--- src/rtl/image_pixel_normalizer_pkg.sv ---
// Shared constants and FSM encoding for the pixel normalizer and its per-channel lanes.
package image_pixel_normalizer_pkg;

    localparam int unsigned PIX_IN_W   = 8;
    localparam int unsigned PIX_OFFSET = 128;
    localparam int unsigned CENT_W     = PIX_IN_W + 1;
    localparam int unsigned SCALE_W    = 16;
    localparam int unsigned PROD_W     = CENT_W + SCALE_W;

    typedef logic [1:0] state_t;

    localparam state_t StIdle   = 2'd0;
    localparam state_t StStream = 2'd1;
    localparam state_t StDrain  = 2'd2;
    localparam state_t StDone   = 2'd3;

endpackage

--- src/rtl/image_pixel_normalizer_lane.sv ---
// One colour channel: re-centre around zero, scale, saturate; two register stages.
module pixel_norm_lane
    import image_pixel_normalizer_pkg::*;
#(
    parameter int unsigned               bitsize = 14,
    parameter logic signed [SCALE_W-1:0] Scale   = 16'sd128
) (
    input  logic                  clk_i,
    input  logic                  rst_i,
    input  logic                  ld1_i,
    input  logic                  ld2_i,
    input  logic [PIX_IN_W-1:0]   pix_i,
    output logic signed [bitsize:0] pix_o
);

    localparam int SatMaxI = (1 << bitsize) - 1;
    localparam int SatMinI = -(1 << bitsize);
    localparam logic signed [PROD_W-1:0] SatMax = PROD_W'(SatMaxI);
    localparam logic signed [PROD_W-1:0] SatMin = PROD_W'(SatMinI);

    logic signed [CENT_W-1:0] centered_d, centered_q;
    logic signed [PROD_W-1:0] prod;
    logic signed [bitsize:0]  sat_d, pix_q;

    always_comb begin
        centered_d = CENT_W'({1'b0, pix_i}) - CENT_W'(PIX_OFFSET);
        // Full-precision signed product; no rescaling of the fixed-point result.
        prod = centered_q * Scale;
        if (prod > SatMax) begin
            sat_d = SatMax[bitsize:0];
        end else if (prod < SatMin) begin
            sat_d = SatMin[bitsize:0];
        end else begin
            sat_d = prod[bitsize:0];
        end
    end

    always_ff @(posedge clk_i) begin
        if (rst_i) begin
            centered_q <= '0;
            pix_q      <= '0;
        end else begin
            if (ld1_i) centered_q <= centered_d;
            if (ld2_i) pix_q <= sat_d;
        end
    end

    assign pix_o = pix_q;

endmodule

--- src/rtl/image_pixel_normalizer.sv ---
// Frame-oriented RGB normalizer: accepts one frame after start, streams scaled pixels to a FIFO.
module image_pixel_normalizer
    import image_pixel_normalizer_pkg::*;
#(
    parameter int unsigned               image_size = 224,
    parameter int unsigned               bitsize    = 14,
    parameter int unsigned               FRAC_BITS  = 7,
    parameter logic signed [SCALE_W-1:0] SCALE_R    = 16'sd128,
    parameter logic signed [SCALE_W-1:0] SCALE_G    = 16'sd128,
    parameter logic signed [SCALE_W-1:0] SCALE_B    = 16'sd128
) (
    input  logic                    clk,
    input  logic                    rst,
    input  logic                    start,
    input  logic                    s_valid,
    output logic                    s_ready,
    input  logic [PIX_IN_W-1:0]     s_pixelR,
    input  logic [PIX_IN_W-1:0]     s_pixelG,
    input  logic [PIX_IN_W-1:0]     s_pixelB,
    input  logic                    hold,
    output logic signed [bitsize:0] output_pixelR,
    output logic signed [bitsize:0] output_pixelG,
    output logic signed [bitsize:0] output_pixelB,
    output logic                    wr_en,
    output logic                    busy,
    output logic                    frame_done
);

    localparam int unsigned CntW = (image_size > 1) ? $clog2(image_size) : 1;
    localparam logic [CntW-1:0] LastIdx = CntW'(image_size - 1);

    if (FRAC_BITS >= SCALE_W) begin : g_frac_check
        $error("FRAC_BITS must be narrower than the scale width");
    end

    state_t          state_q, state_d;
    logic [CntW-1:0] col_q, col_d, row_q, row_d;
    logic            v1_q, v2_q;
    logic            accept, last_pix, adv2;

    assign s_ready  = (state_q == StStream) && !hold;
    assign accept   = s_valid && s_ready;
    assign last_pix = accept && (col_q == LastIdx) && (row_q == LastIdx);
    assign adv2     = v1_q && !hold;

    always_comb begin
        state_d = state_q;
        case (state_q)
            StIdle:   if (start) state_d = StStream;
            StStream: if (last_pix) state_d = StDrain;
            // Wait until the last accepted pixel has been written out.
            StDrain:  if (!v1_q && !v2_q) state_d = StDone;
            StDone:   state_d = StIdle;
            default:  state_d = StIdle;
        endcase
    end

    always_comb begin
        col_d = col_q;
        row_d = row_q;
        if (last_pix) begin
            col_d = '0;
            row_d = '0;
        end else if (accept) begin
            if (col_q == LastIdx) begin
                col_d = '0;
                row_d = row_q + CntW'(1);
            end else begin
                col_d = col_q + CntW'(1);
            end
        end
    end

    always_ff @(posedge clk) begin
        if (rst) begin
            state_q <= StIdle;
            col_q   <= '0;
            row_q   <= '0;
            v1_q    <= 1'b0;
            v2_q    <= 1'b0;
        end else begin
            state_q <= state_d;
            col_q   <= col_d;
            row_q   <= row_d;
            if (!hold) begin
                v1_q <= accept;
                v2_q <= v1_q;
            end
        end
    end

    assign wr_en      = v2_q && !hold;
    assign busy       = (state_q != StIdle);
    assign frame_done = (state_q == StDone);

    pixel_norm_lane #(.bitsize(bitsize), .Scale(SCALE_R)) u_lane_r (
        .clk_i (clk),
        .rst_i (rst),
        .ld1_i (accept),
        .ld2_i (adv2),
        .pix_i (s_pixelR),
        .pix_o (output_pixelR)
    );

    pixel_norm_lane #(.bitsize(bitsize), .Scale(SCALE_G)) u_lane_g (
        .clk_i (clk),
        .rst_i (rst),
        .ld1_i (accept),
        .ld2_i (adv2),
        .pix_i (s_pixelG),
        .pix_o (output_pixelG)
    );

    pixel_norm_lane #(.bitsize(bitsize), .Scale(SCALE_B)) u_lane_b (
        .clk_i (clk),
        .rst_i (rst),
        .ld1_i (accept),
        .ld2_i (adv2),
        .pix_i (s_pixelB),
        .pix_o (output_pixelB)
    );

endmodule
--- config.mk ---
export PLATFORM = sky130hd
export DESIGN_NAME = image_pixel_normalizer
export DESIGN_NICKNAME = d
export VERILOG_FILES = /design/src/rtl/image_pixel_normalizer_pkg.sv /design/src/rtl/image_pixel_normalizer_lane.sv /design/src/rtl/image_pixel_normalizer.sv
export SDC_FILE = /design/constraint.sdc
export NUM_CORES = 1
export LEC_CHECK = 0
export ABC_AREA = 0
export BUFFER_PORTS_ARGS = -buffer_cell sky130_fd_sc_hd__buf_2
export CAP_MARGIN = 40
export CORE_ASPECT_RATIO = 1.5
export CORE_MARGIN = 2
export CORE_UTILIZATION = 56
export DETAILED_ROUTE_END_ITERATION = 6
export PLACE_DENSITY = 0.84
export SYNTH_ARGS = -nofsm -noshare
export SYNTH_HDL_FRONTEND = slang
export SYNTH_HIERARCHICAL = 1
export SYNTH_SLANG_ARGS = --single-unit
--- constraint.sdc ---
create_clock -name clk -period 3.12 [get_ports clk]
set_clock_uncertainty 0.15 [all_clocks]
set_input_delay 0.468 -clock clk [delete_from_list [all_inputs] [get_ports clk]]
set_output_delay 0.468 -clock clk [all_outputs]
set_load 0.03 [all_outputs]
# == Word-level counts from Yosys, hierarchy flattened ==
# Index checks and enable logic that the tools add are counted.
# classes
addsub,5
multipliers,0
n_div,0
magnitude_cmp,6
eq_ne,8
shifts,0
mux,11
n_bitwise,0
reduce_logical,15
# op_table
operator,count
$mux 15,6
$gt 16x15->1 const B,3
$lt 16x15->1 const B,3
$sub 8x8->9 const B,3
$add 8x1->8 const B,2
$eq 8x8->1 const B,2
$mux 8,1
$pmux 2 s4,1
$logic_and 1x1->1,7
$mux 2,3
$ne 2x2->1 const B,3
$eq 2x2->1 const B,2
$logic_not 1->1,3
$reduce_and 3->1,1
$eq 2x1->1 const B,1
$logic_not 2->1,1
$reduce_and 2->1,1
$reduce_bool 2->1,1
$reduce_or 2->1,1
# word_totals
ff_bits,92
latch_bits,0
ram_bits,0
rom_bits,0
out_inout_bits,49
memories,0

# == Depth between registers and ports, before layout ==
# Gate-level depths: netlist of run 1.
# logic_depth
word_depth,7
mapped_depth,9

# == By module ==
# Netlist of run 1, hierarchy kept.
# by_module_without_submodules
mod,n_inst,cells_each,area_per_inst_um2,seq_area_each_um2
pixel_norm_lane,3,60,640.6,320.3
image_pixel_normalizer,1,122,1073.5,400.4

# == Least setup slack after synthesis of run 1 ==
# No wires, ideal clock.
# synth_path
path_kind,register to register
from,reg state_q[1]
to,reg row_q[4]
setup_ns,0.121
arrival_time_ns,1.732
required_ns,2.849
slack_ns,1.117
path_stages_with_launch,10
cell_sequence,dfxtp_1 > inv_1 > ha_1 > nor2b_4 > nand2_1 > inv_2 > and3_1 > buf_4 > nand4_2 > mux2_4
# synth_via
elab_chain_cells,6
word_cells_on_any_way,7
# synth_lines
element,line_no,source
start: declaration,image_pixel_normalizer.sv:36,"state_t state_q, state_d;"
start signal: assignment,image_pixel_normalizer.sv:76,state_q <= StIdle;
start signal: assignment,image_pixel_normalizer.sv:82,state_q <= state_d;
$eq 2x1->1 (*),image_pixel_normalizer.sv:41,assign s_ready = (state_q == StStream) && !hold;
$logic_and 1x1->1 (*),image_pixel_normalizer.sv:41,
via s_ready,image_pixel_normalizer.sv:16,"output logic s_ready,"
$logic_and 1x1->1 (*),image_pixel_normalizer.sv:42,assign accept = s_valid && s_ready;
$logic_and 1x1->1 (2 in a row),image_pixel_normalizer.sv:43,assign last_pix = accept && (col_q == LastIdx) && (row_q == LastIdx);
$reduce_or 2->1 (no line),-,
end signal: assignment,image_pixel_normalizer.sv:84,row_q <= row_d;
end: declaration,image_pixel_normalizer.sv:37,"logic [CntW-1:0] col_q, col_d, row_q, row_d;"
# Mark *: on every way through the listed nets, which the timed path passes. The rest lies on a longest branch.
# A chain may end at the register's enable or synchronous reset.

# == Worst setup path in the final report of run 1 ==
# layout_path
from,reg state_q[1]
to,reg row_q[4]
# layout_via
elab_chain_cells,6
word_cells_on_any_way,7
# layout_lines
element,line_no
$eq 2x1->1 (*),image_pixel_normalizer.sv:41
$logic_and 1x1->1 (*),image_pixel_normalizer.sv:41
$logic_and 1x1->1 (*),image_pixel_normalizer.sv:42
$logic_and 1x1->1 (2 in a row),image_pixel_normalizer.sv:43
$reduce_or 2->1 (no line),-
# Every way passes the cells marked *; elsewhere a longest branch is shown, timed or not.

==> impl_results.md, run 1 <==
* Drt pass-1 iters at 5
* Hold_ws at 0.158 ns
* Area grow syn2layout at 11.9%
* RSZ-0062 raised after global routing: false
* DRT iter0 DRCs at 100
* Setup CP Type: reg -> reg
* Yosys reg bits at 68
* Period utilisation layout at 0.783
* Root Driver: clkbuf_8
* Fin Setup TNS at 0 ns
* Crit. End Element: flip-flop
* R2r startpoint: state_q[1]
* Post-synthesis instance area at 0.00300 mm²
* Die X at 63.7 µm
* Die area at 0.00596 mm²
* Vias in the first global route at 2014
* Status: complete, no violations
* Switching Share at 0.267
* Syn Area/Cell at 9.92 µm²
* Cells after synthesis at 302
* Skew-Pair Late Insertion Delay at 0.34 ns
* Type of the most critical hold path: in -> reg
* Overall Global Routing Usage at 0.185
* Die H at 93.6 µm
* GP Congestion at 0.770
* Post-cts sizing count at 0
* Slew margin rel. at 0.650
* Final instance area at 0.00335 mm²
* Initial antenna violation count at 0
* Psw at 0.000511 W
* Post-DR vias/cell at 4.98
* Comb power frac at 0.151
* Global route overflow at 0
* Commonest non-fill, non-tap cell in the layout: dfxtp_1
* Antenna Diode Count at 0
* WP data required at 3.20 ns
* Worst Setup SP: state_q[1]
* Maximum VDD drop at 491 µV
* Placed Instances at 410
* Total internal power at 0.00140 W
* Routed Antenna Nets at 0
* Count of input and output buffers at 56
* Pwr Density at 571 mW/mm²
* Global-route wire length before repair at 8680 µm
* Fmax at 0.409 GHz
* Final Max Slew Viols at 0
* CP Max Fanout at 18
* CP arrival at 2.52 ns
* Setup-failing EPs final at 0
* CTS tree: done
* Layout cell share with drive strength beyond 1 at 0.246
* Final Non-Filler Cells at 426
* Drt wl/cell at 12.3 µm
* Remaining DRCs at 0
* Seq pwr share at 0.486
* CTS max path bufs at 2
* Max Cap Viol at 0
* Register area share after synthesis at 0.454
* CTS buffer count at 9
* DP Wirelength at 3550 µm
* H-tree depth at 3
* FP Rows at 32
* Via count at 2122
* Worst Max-Slew Pin Slew at 0.525 ns
* Clock Sinks at 68
* Leak at 1.41 nW
* Buffer count from post-CTS setup fixing at 0
* Clock power share at 0.363
* CTS clk-pin slew, worst paths at 0.07 ns
* Hold path startpoint: s_pixelG[7]
* Core ar. at 0.00516 mm²
* Hold_buf cts at 0
* Largest net degree at the start of global routing at 35
* Post-route minimum period at 2.44 ns
* Starting Density at 0.580
* Cell variety after synth at 39
* Final design utilization at 0.649
* I/O pin count at 78
* WL final at 5220 µm
* Highest-count cells in the layout ignoring fill and taps: dfxtp_1, buf_2, nor2_1
* Synth warn at 6
* Placed cell areas at 0.00316 mm²
* Type of origin of the critical path: flip-flop
* Hold Fails Final Rpt at 0
* Final Net Count at 388
final cells by class:
| type | instances | area [µm²] |
|---|---|---|
| timing repair buffer | 59 | 303 |
| tap | 68 | 85.1 |
| fill | 444 | 1810 |
| clock buffer | 12 | 145 |
| inverter | 7 | 26.3 |
| sequential | 68 | 1360 |
| clock inverter | 4 | 48.8 |
| multi-input combinational | 208 | 1380 |
power groups by stage:
stage	Clock, W	Sequential [W]	Combinational [W]
finish	0.000696	0.000930	0.000289
floorplan	0	0.000944	0.000264
global route	0.000753	0.000934	0.000314
detailed placement	0	0.000949	0.000290
CTS	0.000713	0.000930	0.000292
global placement	0	0.000946	0.000285
state kept, by name, indices dropped and copies added, names as in the netlist:
name / count
u_lane_b/centered_q: 8
u_lane_b/pix_o: 8
v1_q: 1
v2_q: 1
col_q: 8
state_q: 2
u_lane_r/pix_o: 8
u_lane_r/centered_q: 8
u_lane_g/pix_o: 8
u_lane_g/centered_q: 8
row_q: 8
logic make-up (layout without fill, tap and decap cells):
| logic type | count (synthesis) | in the layout | synth area share |
|---|---|---|---|
| and+or+nand+nor | 102 | 102 | 0.161 |
| xor gates and xnor gates | 9 | 9 | 0.0263 |
| DFF | 68 | 68 | 0.454 |
| other | 3 | 21 | 0.00376 |
| adders and majority gates | 6 | 6 | 0.0251 |
| AOI/OAI and AO/OA | 21 | 21 | 0.0543 |
| buffers and inverters | 44 | 82 | 0.109 |
| muxes | 49 | 49 | 0.166 |
layer usage:
| layer | vias to the layer above | part of all wire | track usage |
|---|---|---|---|
| met1 | 986 | 0.43 | 0.211 |
| met4 | 0 | 0.024 | 0.121 |
| li1 | 1068 | - | - |
| met5 | - | 0 | 0 |
| met3 | 12 | 0.047 | 0.0373 |
| met2 | 56 | 0.50 | 0.311 |
path summary, 6_finish.rpt:
check,to,slack [ns],cells after the start
hold reg to reg,u_lane_r/pix_o[10],0.34,2
setup / recovery,row_q[4],0.68,8
setup reg to reg,row_q[4],0.68,8
hold / removal,u_lane_g/centered_q[7],0.16,2
metrics by stage:
step,setup WS [ns],power [W]
detailed placement,0.694,0.00124
global route,0.552,0.00200
CTS,0.666,0.00193
global placement,0.766,0.00123
floorplan,1.12,0.00121
finish,0.676,0.00191
worst max-delay path: stages, from the launching register on:
cell and delay [ns]:
dfxtp_1 0.34, inv_1 0.08, ha_1 0.24, nor2b_4 0.17, nand2_1 0.10, inv_2 0.34, and3_1 0.45, nand4_2 0.15
mux2_4 0.31
Yosys cell counts, drive strengths merged:
cell type	n	share of area
a211oi	4	0.017
a21oi	5	0.0084
a31o	1	0.0029
and2	1	0.0021
and3	4	0.0084
and3b	1	0.0029
and4	1	0.0029
buf	33	0.094
clkbuf	4	0.0063
conb	3	0.0038
dfxtp	68	0.45
ha	6	0.025
inv	7	0.0088
mux2	2	0.0088
mux2i	47	0.16
nand2	12	0.015
nand3	5	0.0084
nand4	6	0.015
nand4b	2	0.0058
nor2	57	0.074
nor2b	5	0.013
nor3	6	0.010
nor4	1	0.0021
o2111ai	1	0.0029
o211a	1	0.0033
o21a	1	0.0025
o21ai	6	0.010
o311a	1	0.0033
o31ai	1	0.0042
or3	1	0.0021
xnor2	5	0.015
xor2	4	0.012
(Power assumes the default switching activity.)
==> inputs of run 2 (changes only) <==
CORE_UTILIZATION = 47   (was 56)
PLACE_DENSITY = 0.75   (was 0.84)
clock period = 2.2 ns   (was 3.12 ns; I/O delays follow)
==> impl_results.md, run 2 (synthesized netlist as in run 1, its figures left out) <==
* Status: complete, no violations
* Core ar. at 0.00617 mm² (+20%)
* Overall Global Routing Usage at 0.165 (-0.0205)
* Fmax at 0.498 GHz (+22%)
* Via count at 2167 (+2.1%)
* Worst Setup SP: state_q[1]
* Fin Setup TNS at 0 ns (unchanged)
* CTS tree: done
* Post-route minimum period at 2.01 ns (-0.434 ns)
* WP data required at 2.28 ns (-0.92 ns)
* CP arrival at 2.09 ns (-0.43 ns)
* I/O pin count at 78 (unchanged)
* Maximum VDD drop at 419 µV (-15%)
* H-tree depth at 3 (unchanged)
* Clock Sinks at 68 (unchanged)
* Hold_buf cts at 0 (unchanged)
* Setup CP Type: reg -> reg
* CTS buffer count at 9 (unchanged)
* Pwr Density at 802 mW/mm² (+40%)
* Area grow syn2layout at 14.0%
* Hold path startpoint: s_pixelR[7]
* CTS max path bufs at 2 (unchanged)
* Type of origin of the critical path: flip-flop
* DP Wirelength at 3910 µm (+10%)
* Crit. End Element: flip-flop
* Clock power share at 0.362 (about the same)
* Comb power frac at 0.157 (+0.006)
* Initial antenna violation count at 0 (unchanged)
* CTS clk-pin slew, worst paths at 0.07 ns (about the same)
* Drt pass-1 iters at 4 (-1)
* Seq pwr share at 0.481 (-0.005)
* CP Max Fanout at 5 (-13)
* Buffer count from post-CTS setup fixing at 0 (unchanged)
* Global-route wire length before repair at 9250 µm (+6.5%)
* Die X at 69.2 µm (+8.6%)
* Hold Fails Final Rpt at 0 (unchanged)
* Post-DR vias/cell at 4.98 (about the same)
* DRT iter0 DRCs at 69 (-31%)
* Switching Share at 0.271 (+0.00438)
* Max Cap Viol at 0 (unchanged)
* R2r startpoint: state_q[1]
* Die area at 0.00704 mm² (+18%)
* Final Net Count at 392 (+1.0%)
* Largest net degree at the start of global routing at 34 (-2.9%)
* Highest-count cells in the layout ignoring fill and taps: dfxtp_1, buf_2, nor2_1
* Antenna Diode Count at 0 (unchanged)
* Seq. cell area at 0.00136 mm² (unchanged)
* Hold_ws at 0.0267 ns (-0.131 ns)
* RSZ-0062 raised after global routing: true
* Starting Density at 0.485 (-0.0948)
* Global route overflow at 0 (unchanged)
* Skew-Pair Late Insertion Delay at 0.34 ns (about the same)
* Final Power at 0.00274 W (+43%)
* Area of the multi-input gates at 0.00140 mm² (+1.0%)
* Root Driver: clkbuf_8
* Total internal power at 0.00200 W (+42%)
* Layout cell share with drive strength beyond 1 at 0.258 (+0.0118)
* Count of input and output buffers at 56 (unchanged)
* Period utilisation layout at 0.914 (+0.130)
* Psw at 0.000743 W (+45%)
* Type of the most critical hold path: in -> reg
* Die H at 102 µm (+8.8%)
* Routed Antenna Nets at 0 (unchanged)
* FP Rows at 35 (+9.4%)
* Vias in the first global route at 2112 (+4.9%)
* Setup-failing EPs final at 0 (unchanged)
* Drt wl/cell at 12.7 µm (+3.8%)
* Fill count at 589 (+33%)
* Remaining DRCs at 0 (unchanged)
* Leak at 1.42 nW (+1.1%)
* Final Max Slew Viols at 0 (unchanged)
* GP Congestion at 0.817 (+6.1%)
* Commonest non-fill, non-tap cell in the layout: dfxtp_1
* WL final at 5530 µm (+6.0%)
## run 2: changes by cell type in the layout (fill, tap and decap cells not counted)
cell and change:
o31ai_2 -1, nand3_1 -1, buf_12 +1, o31ai_4 +1
clkinvlp_4 +2, clkinv_4 -1, clkbuf_1 -1, nand3_2 +1
buf_4 +3, clkinv_2 -1
## run 2: repair_timing
item / CTS / global route
setup endpoints to repair: 0 / 4
gates resized for setup: 0 / 2
endpoints found under the hold margin: 0 / 0
## run 2: final cells by class
cell class / instances / share of cell area
Timing Repair Buffer: 63 / 0.101
Tap cell: 74 / 0.0271
Clock inverter: 4 / 0.0147
Clock buffer: 11 / 0.0414
Inverter: 7 / 0.00770
Sequential cell: 68 / 0.399
Multi-Input combinational cell: 208 / 0.409
## run 2: through the flow
stage,setup slack (ns),util,area (µm²),instances
final,0.190,0.553,3410,435
after global routing,0.00427,0.553,3410,435
after CTS,0.190,0.551,3400,435
after detailed placement,0.207,0.520,3210,420
after global placement,0.266,0.520,3210,420
after floorplan,0.197,-,3060,320
## run 2: per-layer routing
metal | global-route usage | up-vias | part of all wire
met2 | 0.288 | 65 | 0.50
met4 | 0.0830 | 0 | 0.016
met3 | 0.0478 | 9 | 0.052
met1 | 0.182 | 1014 | 0.43
li1 | - | 1079 | -
met5 | 0 | - | 0
## run 2: final timing paths
| path | end | slack, ns | cells after the start |
|---|---|---|---|
| min reg2reg | u_lane_g/pix_o[7] | 0.34 | 2 |
| max | row_q[4] | 0.19 | 8 |
| max reg2reg | row_q[4] | 0.19 | 8 |
| min | u_lane_r/centered_q[7] | 0.03 | 2 |
## run 2: power groups by stage
stage          clock network [W]  registers [W]  logic [W]
6_report                0.000992        0.00132   0.000429
5_1_grt                  0.00107        0.00132   0.000474
4_1_cts                  0.00102        0.00132   0.000430
3_5_place_dp                   0        0.00135   0.000427
3_3_place_gp                   0        0.00134   0.000418
2_1_floorplan                  0        0.00134   0.000374
## run 2: worst max-delay path, stage by stage (launching register included)
cell	delay (ns)
dfxtp_1	0.34
inv_1	0.09
ha_1	0.23
nor2b_4	0.17
nand2_1	0.09
inv_2	0.11
and3_1	0.28
nand4_2	0.13
mux2_4	0.30
